$ cat src/rtl/unified_mem_arbiter_if.sv
// Bus bundle for the unified memory arbiter: fetch port,
// load/store port, memory macro port and pipeline busy flag.
interface unified_mem_arbiter_if #(
   parameter int N      = 32,
   parameter int ADDR_W = 12
);
   logic              if_req;
   logic [ADDR_W-1:0] if_addr;
   logic              if_gnt;
   logic              if_valid;
   logic [N-1:0]      if_rdata;
   logic              d_req;
   logic              d_we;
   logic [1:0]        d_size;
   logic [ADDR_W-1:0] d_addr;
   logic [N-1:0]      d_wdata;
   logic              d_gnt;
   logic              d_valid;
   logic [N-1:0]      d_rdata;
   logic              d_err;
   logic              mem_en;
   logic              mem_we;
   logic [3:0]        mem_be;
   logic [ADDR_W-3:0] mem_addr;
   logic [N-1:0]      mem_wdata;
   logic [N-1:0]      mem_rdata;
   logic              busy;

   modport slave (
      input  if_req, if_addr,
      input  d_req, d_we, d_size, d_addr, d_wdata,
      input  mem_rdata,
      output if_gnt, if_valid, if_rdata,
      output d_gnt, d_valid, d_rdata, d_err,
      output mem_en, mem_we, mem_be, mem_addr, mem_wdata,
      output busy
   );

   modport master (
      output if_req, if_addr,
      output d_req, d_we, d_size, d_addr, d_wdata,
      output mem_rdata,
      input  if_gnt, if_valid, if_rdata,
      input  d_gnt, d_valid, d_rdata, d_err,
      input  mem_en, mem_we, mem_be, mem_addr, mem_wdata,
      input  busy
   );
endinterface

$ cat src/rtl/unified_mem_arbiter.sv
// Fetch / load-store arbiter for one single-port unified memory.
// Define MEM_ARB_RR_EN for round-robin tie breaking (default: data wins).
module unified_mem_arbiter #(
   parameter int N       = 32,
   parameter int ADDR_W  = 12,
   parameter int MEM_LAT = 1
) (
   input  logic                 clk,
   input  logic                 rst,
   unified_mem_arbiter_if.slave bus
);
   typedef enum logic [1:0] {IDLE, ISSUE, WAIT, RESP} state_t;

   localparam logic [1:0] LAST = 2'(MEM_LAT - 1);

   state_t            state;
   state_t            nxt;
   logic              sel_d;
   logic              we;
   logic              err;
   logic [1:0]        size;
   logic [1:0]        cnt;
   logic [ADDR_W-1:0] addr;
   logic [N-1:0]      wdata;
   logic [N-1:0]      if_rdata;
   logic [N-1:0]      d_rdata;
   logic              dec;
   logic              any;
   logic              pick_d;
   logic              mis_d;
   logic              mis_i;
   logic              last;
   logic              acc;
   logic [3:0]        be;
   logic [N-1:0]      rep;

   assign dec   = (state == IDLE) || (state == RESP);
   assign any   = bus.if_req | bus.d_req;
   assign mis_i = |bus.if_addr[1:0];
   assign last  = (cnt == LAST);
   assign acc   = (state == ISSUE) & ~err;

`ifdef MEM_ARB_RR_EN
   logic last_gnt;

   // last_gnt=1 means data won the previous decision
   assign pick_d = bus.d_req & (~bus.if_req | ~last_gnt);

   always_ff @(posedge clk) begin
      if (rst)
         last_gnt <= 1'b0;
      else if (dec && any)
         last_gnt <= pick_d;
   end
`else
   assign pick_d = bus.d_req;
`endif

   always_comb begin
      mis_d = 1'b0;
      case (bus.d_size)
         2'b00:   mis_d = 1'b0;
         2'b01:   mis_d = bus.d_addr[0];
         default: mis_d = |bus.d_addr[1:0];
      endcase
   end

   always_comb begin
      be  = 4'b1111;
      rep = wdata;
      if (we) begin
         case (size)
            2'b00: begin
               be  = 4'b0001 << addr[1:0];
               rep = {4{wdata[7:0]}};
            end
            2'b01: begin
               be  = addr[1] ? 4'b1100 : 4'b0011;
               rep = {2{wdata[15:0]}};
            end
            default: begin
               be  = 4'b1111;
               rep = wdata;
            end
         endcase
      end
   end

   always_comb begin
      nxt = state;
      unique case (state)
         IDLE:  nxt = any ? ISSUE : IDLE;
         ISSUE: nxt = (err || we) ? RESP : WAIT;
         WAIT:  nxt = last ? RESP : WAIT;
         RESP:  nxt = any ? ISSUE : IDLE;
         default: nxt = IDLE;
      endcase
   end

   always_ff @(posedge clk) begin
      if (rst) begin
         state    <= IDLE;
         sel_d    <= 1'b0;
         we       <= 1'b0;
         err      <= 1'b0;
         size     <= 2'b00;
         cnt      <= 2'b00;
         addr     <= '0;
         wdata    <= '0;
         if_rdata <= '0;
         d_rdata  <= '0;
      end else begin
         state <= nxt;
         if (dec && any) begin
            sel_d <= pick_d;
            if (pick_d) begin
               addr  <= bus.d_addr;
               size  <= bus.d_size;
               we    <= bus.d_we;
               wdata <= bus.d_wdata;
               err   <= mis_d;
            end else begin
               addr <= bus.if_addr;
               size <= 2'b10;
               we   <= 1'b0;
               err  <= mis_i;
            end
         end
         if (state == ISSUE)
            cnt <= 2'b00;
         else if (state == WAIT)
            cnt <= cnt + 2'b01;
         if (state == WAIT && last) begin
            if (sel_d)
               d_rdata <= bus.mem_rdata;
            else
               if_rdata <= bus.mem_rdata;
         end
      end
   end

   assign bus.if_gnt    = (state == ISSUE) & ~sel_d;
   assign bus.d_gnt     = (state == ISSUE) & sel_d;
   assign bus.if_valid  = (state == RESP) & ~sel_d;
   assign bus.d_valid   = (state == RESP) & sel_d;
   assign bus.d_err     = (state == RESP) & sel_d & err;
   assign bus.if_rdata  = if_rdata;
   assign bus.d_rdata   = d_rdata;
   assign bus.mem_en    = acc;
   assign bus.mem_we    = acc & we;
   assign bus.mem_be    = acc ? be : 4'b0000;
   assign bus.mem_addr  = addr[ADDR_W-1:2];
   assign bus.mem_wdata = rep;
   assign bus.busy      = (state != IDLE);
endmodule
$ cat src/flat_wrapper.sv
// flat-port wrapper written by rule: the top's interface ports become plain ports
module unified_mem_arbiter_flat 
#(
   parameter int N       = 32,
   parameter int ADDR_W  = 12,
   parameter int MEM_LAT = 1
)
  (clk, rst, bus_if_req, bus_if_addr, bus_d_req, bus_d_we, bus_d_size, bus_d_addr, bus_d_wdata, bus_mem_rdata, bus_if_gnt, bus_if_valid, bus_if_rdata, bus_d_gnt, bus_d_valid, bus_d_rdata, bus_d_err, bus_mem_en, bus_mem_we, bus_mem_be, bus_mem_addr, bus_mem_wdata, bus_busy);
  unified_mem_arbiter_if #(.N(N), .ADDR_W(ADDR_W)) bus_i ();
  input  logic clk;
  input  logic rst;
  input wire logic [$bits(bus_i.if_req)-1:0] bus_if_req;
  input wire logic [$bits(bus_i.if_addr)-1:0] bus_if_addr;
  input wire logic [$bits(bus_i.d_req)-1:0] bus_d_req;
  input wire logic [$bits(bus_i.d_we)-1:0] bus_d_we;
  input wire logic [$bits(bus_i.d_size)-1:0] bus_d_size;
  input wire logic [$bits(bus_i.d_addr)-1:0] bus_d_addr;
  input wire logic [$bits(bus_i.d_wdata)-1:0] bus_d_wdata;
  input wire logic [$bits(bus_i.mem_rdata)-1:0] bus_mem_rdata;
  output wire logic [$bits(bus_i.if_gnt)-1:0] bus_if_gnt;
  output wire logic [$bits(bus_i.if_valid)-1:0] bus_if_valid;
  output wire logic [$bits(bus_i.if_rdata)-1:0] bus_if_rdata;
  output wire logic [$bits(bus_i.d_gnt)-1:0] bus_d_gnt;
  output wire logic [$bits(bus_i.d_valid)-1:0] bus_d_valid;
  output wire logic [$bits(bus_i.d_rdata)-1:0] bus_d_rdata;
  output wire logic [$bits(bus_i.d_err)-1:0] bus_d_err;
  output wire logic [$bits(bus_i.mem_en)-1:0] bus_mem_en;
  output wire logic [$bits(bus_i.mem_we)-1:0] bus_mem_we;
  output wire logic [$bits(bus_i.mem_be)-1:0] bus_mem_be;
  output wire logic [$bits(bus_i.mem_addr)-1:0] bus_mem_addr;
  output wire logic [$bits(bus_i.mem_wdata)-1:0] bus_mem_wdata;
  output wire logic [$bits(bus_i.busy)-1:0] bus_busy;
  assign bus_i.if_req = bus_if_req;
  assign bus_i.if_addr = bus_if_addr;
  assign bus_i.d_req = bus_d_req;
  assign bus_i.d_we = bus_d_we;
  assign bus_i.d_size = bus_d_size;
  assign bus_i.d_addr = bus_d_addr;
  assign bus_i.d_wdata = bus_d_wdata;
  assign bus_i.mem_rdata = bus_mem_rdata;
  assign bus_if_gnt = bus_i.if_gnt;
  assign bus_if_valid = bus_i.if_valid;
  assign bus_if_rdata = bus_i.if_rdata;
  assign bus_d_gnt = bus_i.d_gnt;
  assign bus_d_valid = bus_i.d_valid;
  assign bus_d_rdata = bus_i.d_rdata;
  assign bus_d_err = bus_i.d_err;
  assign bus_mem_en = bus_i.mem_en;
  assign bus_mem_we = bus_i.mem_we;
  assign bus_mem_be = bus_i.mem_be;
  assign bus_mem_addr = bus_i.mem_addr;
  assign bus_mem_wdata = bus_i.mem_wdata;
  assign bus_busy = bus_i.busy;
  unified_mem_arbiter #(.N(N), .ADDR_W(ADDR_W), .MEM_LAT(MEM_LAT)) u_core (.clk(clk), .rst(rst), .bus(bus_i));
endmodule
$ cat config.mk
export PLATFORM = sky130hd
export DESIGN_NAME = unified_mem_arbiter_flat
export DESIGN_NICKNAME = d
export VERILOG_FILES = /design/src/rtl/unified_mem_arbiter_if.sv /design/src/rtl/unified_mem_arbiter.sv /design/src/flat_wrapper.sv
export SDC_FILE = /design/constraint.sdc
export NUM_CORES = 1
export LEC_CHECK = 0
export CAP_MARGIN = 40
export CORE_ASPECT_RATIO = 0.5
export CORE_MARGIN = 4
export CORE_UTILIZATION = 35
export CTS_CLUSTER_DIAMETER = 100
export DETAILED_ROUTE_END_ITERATION = 10
export PLACE_DENSITY = 0.68
export RECOVER_POWER = 25
export SYNTH_ARGS = -nofsm -noshare
export SYNTH_HDL_FRONTEND = slang
export SYNTH_SLANG_ARGS = --single-unit
$ cat constraint.sdc
create_clock -name clk -period 4.1 [get_ports clk]
set_clock_uncertainty 0.2 [all_clocks]
set_input_delay 0.82 -clock clk [delete_from_list [all_inputs] [get_ports clk]]
set_output_delay 0.82 -clock clk [all_outputs]
set_load 0.01 [all_outputs]
==> results.md <==
Pwr:
- Registers are responsible for 32.0% of the overall power.
- Summed over all cells, the static leakage comes to 2.788 nW.
- Cell internal power was estimated by the tool at 3.279 mW.
- For this design the ratio of total power to cell area is 629.5 nW/µm².
- The net switching fraction of the power is 32.26%.
- The worst-case IR drop observed on VDD is 0.2486 mV.
- The power dissipated by switching net loads is 1.562 mW.
- The clock power share is 34.0%.
- The share of total power dissipated in combinational logic is 34.0%.
- Summing internal, switching and leakage power gives 4.841 mW.

Global route:
- The initial antenna violation count is 0.
- The global-route wire length before repair is 24090 µm.
- The via count of the first global-routing pass was 4584.
- Entering global routing, the biggest net connects 43 pins.
- Global routing used 18.20% of the available tracks.
- Global routing finished with a remaining overflow of 0.

Status:
- The run finished, with violations left.
- The final reports fail on max-capacitance violations, max-slew violations.

Place:
- At the end of routability-driven placement, the weighted congestion stood at 0.7234.
- Once placement finished, the instance area stood at 7059 µm².
- The post-detailed-placement half-perimeter wirelength is 10680 µm.
- In this run the tool buffered the top-level ports with 212 buffer cells.

Setup path:
- The data required time at the worst endpoint is 4.18 ns.
- For the worst setup path, the data arrival time is 3.57 ns.
- STA classifies the critical path endpoint as a register.
- Along the worst path, the maximum fanout reaches 42.
- The startpoint-to-endpoint class of the critical path is input pin to register.
- STA classifies the critical path startpoint as an input pin.

Routing:
- The DRC violation total after the first TritonRoute iteration is 206.
- For this run, design rule violations remaining after detail routing come to 0.
- The sum of routed wire length over all layers is 15230 µm.
- Once detail routing completed, the nets flagged for antenna violations numbered 0.
- After detailed routing, the average wire length per cell comes to 15.37 µm.
- The number of iterations in the first detailed-routing pass is 4.
- The routed via count is 4629.
- Using the TritonRoute via totals, the vias-per-cell ratio works out to 4.671.

Clocking:
- Once the clock tree was built, the resizer swapped 0 gates to a different size.
- The clock input transition at the sequential cells of the worst setup and hold paths is 0.06 ns.
- The H-tree level count is 4.
- The clock net in this run drives a total of 117 sinks.
- TritonCTS built the clock tree.
- The buffer type at the clock tree root is sky130_fd_sc_hd__clkbuf_16.
- TritonCTS created 17 clock buffers.
- The cts-stage hold buffer count is 0.
- The number of buffers on the longest clock path is 2.
- The count of buffers added by post-CTS timing repair for setup is 0.
- The insertion delay of the later-clocked pin in the worst-skew pair is 0.39 ns.

Timing:
- The final hold slack is 0.2515 ns.
- The final number of hold-violating endpoints is 0.
- After layout, the worst path uses 85.20% of the clock period.
- At the pin with the least slew margin, the transition time is 1.851 ns.
- The final count of negative-setup-slack endpoints is 0.
- Setup repair after global routing left no endpoint under its margin.
- The shortest period the worst path allows is 3.493 ns.
- The worst pin sits at a relative slew slack of -23.43%.
- Adding up every negative setup slack in the final design gives 0 ns.
- The number of pins exceeding their max-slew limit in the final report was 40.
- Derived from the worst setup path, the maximum achievable clock frequency is 286.3 MHz.

Yosys:
- After synthesis, the largest family of logic cells by area is simple AND/OR/NAND/NOR gates.
- The synthesized netlist devotes 0.1728% of its cell area to XOR and XNOR gates.
- Synthesis produced a netlist whose cell count is 606.
- Summing the areas of all compound-gate instances in the mapped netlist gives 15.58% of the synthesized area.
- The sequential area share after synthesis is 46.22%.
- The number of synthesized flops with an enable pin is 0.
- The area share of fa/ha/maj cells after synthesis is 1.235%.
- Of all flip-flops after synthesis, the portion carrying an async set or reset was 0%.
- The portion of synthesized area spent on multiplexers is 7.852%.
- The synthesized design contains 117 register bits.
- The number of nets in the synthesized netlist is 706.
- The synthesized netlist devotes 19.21% of its cell area to simple gates.
- The commonest register cell after synthesis is sky130_fd_sc_hd__dfxtp_1.
- The count of synthesis-stage warnings from yosys is 0.
- The cell area after synthesis is 5067 µm².
- A synthesized cell averages 8.362 µm².
- The synthesized netlist contains 35 unique library cells.

Floorplan:
- After floorplanning, the core was divided into 30 placement rows.
- The die width is 178.2 µm.
- The die boundary height is 93.09 µm.
- The total core area is 13850 µm².
- The starting density of the core is 36.59%.
- The number of ports placed on the die boundary is 213.
- The total die area is 16580 µm².

Flow run:
- The number of violations of the max-capacitance limit is 1.

Layout:
- The repair_antennas step left the layout with diodes totalling 0.
- The fraction of final layout cells sized beyond drive strength 1 is 8.761%.
- The net count of the finished layout is 886.
- The final instance area is 7690 µm².
- Compared with the post-synthesis result, the final layout area differs by 51.75%.

Hold path:
- The path class of the tightest hold or removal check is register to register.
-- routing by layer --
metal	vias to the layer above	global-route usage [%]	share of wire, %
li1	2341	-	-
met2	117	33.00	51
met1	2159	20.91	41
met5	-	0	0
met3	12	4.564	6.1
met4	0	6.431	1.3
-- stage by stage --
| stage | setup slack (ns) | util (%) | std cells |
|---|---|---|---|
| global placement | 1.301 | 50.82 | 958 |
| CTS | 0.7955 | 55.68 | 991 |
| detailed placement | 1.223 | 50.97 | 959 |
| finish | 0.6069 | 55.52 | 991 |
| floorplan | 1.995 | - | 606 |
| global route | 0.3468 | 55.52 | 991 |
-- power groups by stage --
stage,clock network [mW],registers [mW],logic [mW]
final,1.65,1.55,1.65
after global routing,1.75,1.58,1.81
after CTS,1.69,1.55,1.68
after detailed placement,0,1.57,1.67
after global placement,0,1.56,1.64
after floorplan,0,1.55,1.07
-- layout by cell type, fill, tap and decap left out, types with 4 or more instances in the layout --
cell type,n
sky130_fd_sc_hd__clkdlybuf4s50_1,211
sky130_fd_sc_hd__nand2_1,201
sky130_fd_sc_hd__dfxtp_1,117
sky130_fd_sc_hd__a21oi_1,101
sky130_fd_sc_hd__nor2_1,21
sky130_fd_sc_hd__mux2i_1,21
sky130_fd_sc_hd__clkbuf_16,17
sky130_fd_sc_hd__mux2_2,14
sky130_fd_sc_hd__o21ai_0,10
sky130_fd_sc_hd__a211oi_2,10
sky130_fd_sc_hd__buf_4,9
sky130_fd_sc_hd__inv_1,8
sky130_fd_sc_hd__ha_1,5
sky130_fd_sc_hd__bufinv_16,5
sky130_fd_sc_hd__nand2b_1,4
sky130_fd_sc_hd__inv_6,4
-- cell usage after synthesis (3+ instances only) --
cell	n	area, µm²
sky130_fd_sc_hd__buf_2	13	65.06
sky130_fd_sc_hd__dfxtp_1	117	2342
sky130_fd_sc_hd__buf_6	16	180.2
sky130_fd_sc_hd__buf_4	25	187.7
sky130_fd_sc_hd__ha_1	5	62.56
sky130_fd_sc_hd__a21oi_1	101	505.5
sky130_fd_sc_hd__a211oi_1	3	22.52
sky130_fd_sc_hd__mux2_2	14	157.7
sky130_fd_sc_hd__nand2_1	201	754.5
sky130_fd_sc_hd__nor2_1	21	78.83
sky130_fd_sc_hd__mux2i_1	21	210.2
sky130_fd_sc_hd__clkbuf_1	8	30.03
sky130_fd_sc_hd__a211oi_2	10	125.1
sky130_fd_sc_hd__nand2b_1	4	25.02
sky130_fd_sc_hd__inv_1	8	30.03
sky130_fd_sc_hd__o21ai_0	10	50.05
sky130_fd_sc_hd__and2_1	3	18.77
sky130_fd_sc_hd__nor3_1	3	15.01
-- registers in the layout (all words and copies together) (netlist names) --
name,count
u_core.bus.if_rdata,32
u_core.state,2
u_core.err,1
u_core.cnt,2
u_core.addr,12
u_core.bus.d_rdata,32
u_core.we,1
u_core.size,2
u_core.sel_d,1
u_core.wdata,32
-- critical path, cell delays in order --
cell and delay [ns]:
sky130_fd_sc_hd__clkbuf_1 1.29, sky130_fd_sc_hd__clkbuf_2 0.95, sky130_fd_sc_hd__buf_4 0.39, sky130_fd_sc_hd__a21oi_1 0.07
-- logic make-up (layout without fill, tap and decap cells) --
| family | count (synthesis) | count (layout) |
|---|---|---|
| DFF | 117 | 117 |
| buffers and inverters | 70 | 263 |
| AOI/OAI and AO/OA | 134 | 134 |
| and+or+nand+nor | 242 | 242 |
| adders and majority gates | 5 | 5 |
| xor gates and xnor gates | 1 | 1 |
| muxes | 37 | 37 |
-- layout make-up --
cell class,count,area (µm²)
fill,1246,6161
timing repair buffer,223,2192
clock buffer,18,429.2
tap,192,240.2
inverter,8,30.03
clock inverter,14,224.0
sequential,117,2342
multi-input combinational,419,2232
-- final timing paths --
path	from	endpoint	slack, ns	depth (start not counted)
worst max-delay path	rst	u_core.bus.d_rdata[8]	0.61	4
worst min register to register	u_core.bus.d_rdata[14]	u_core.bus.d_rdata[14]	0.25	2
worst max register to register	u_core.state[0]	u_core.size[0]	2.16	6
worst min-delay path	u_core.bus.d_rdata[14]	u_core.bus.d_rdata[14]	0.25	2
No activity file was read; power rests on OpenSTA's default activity.
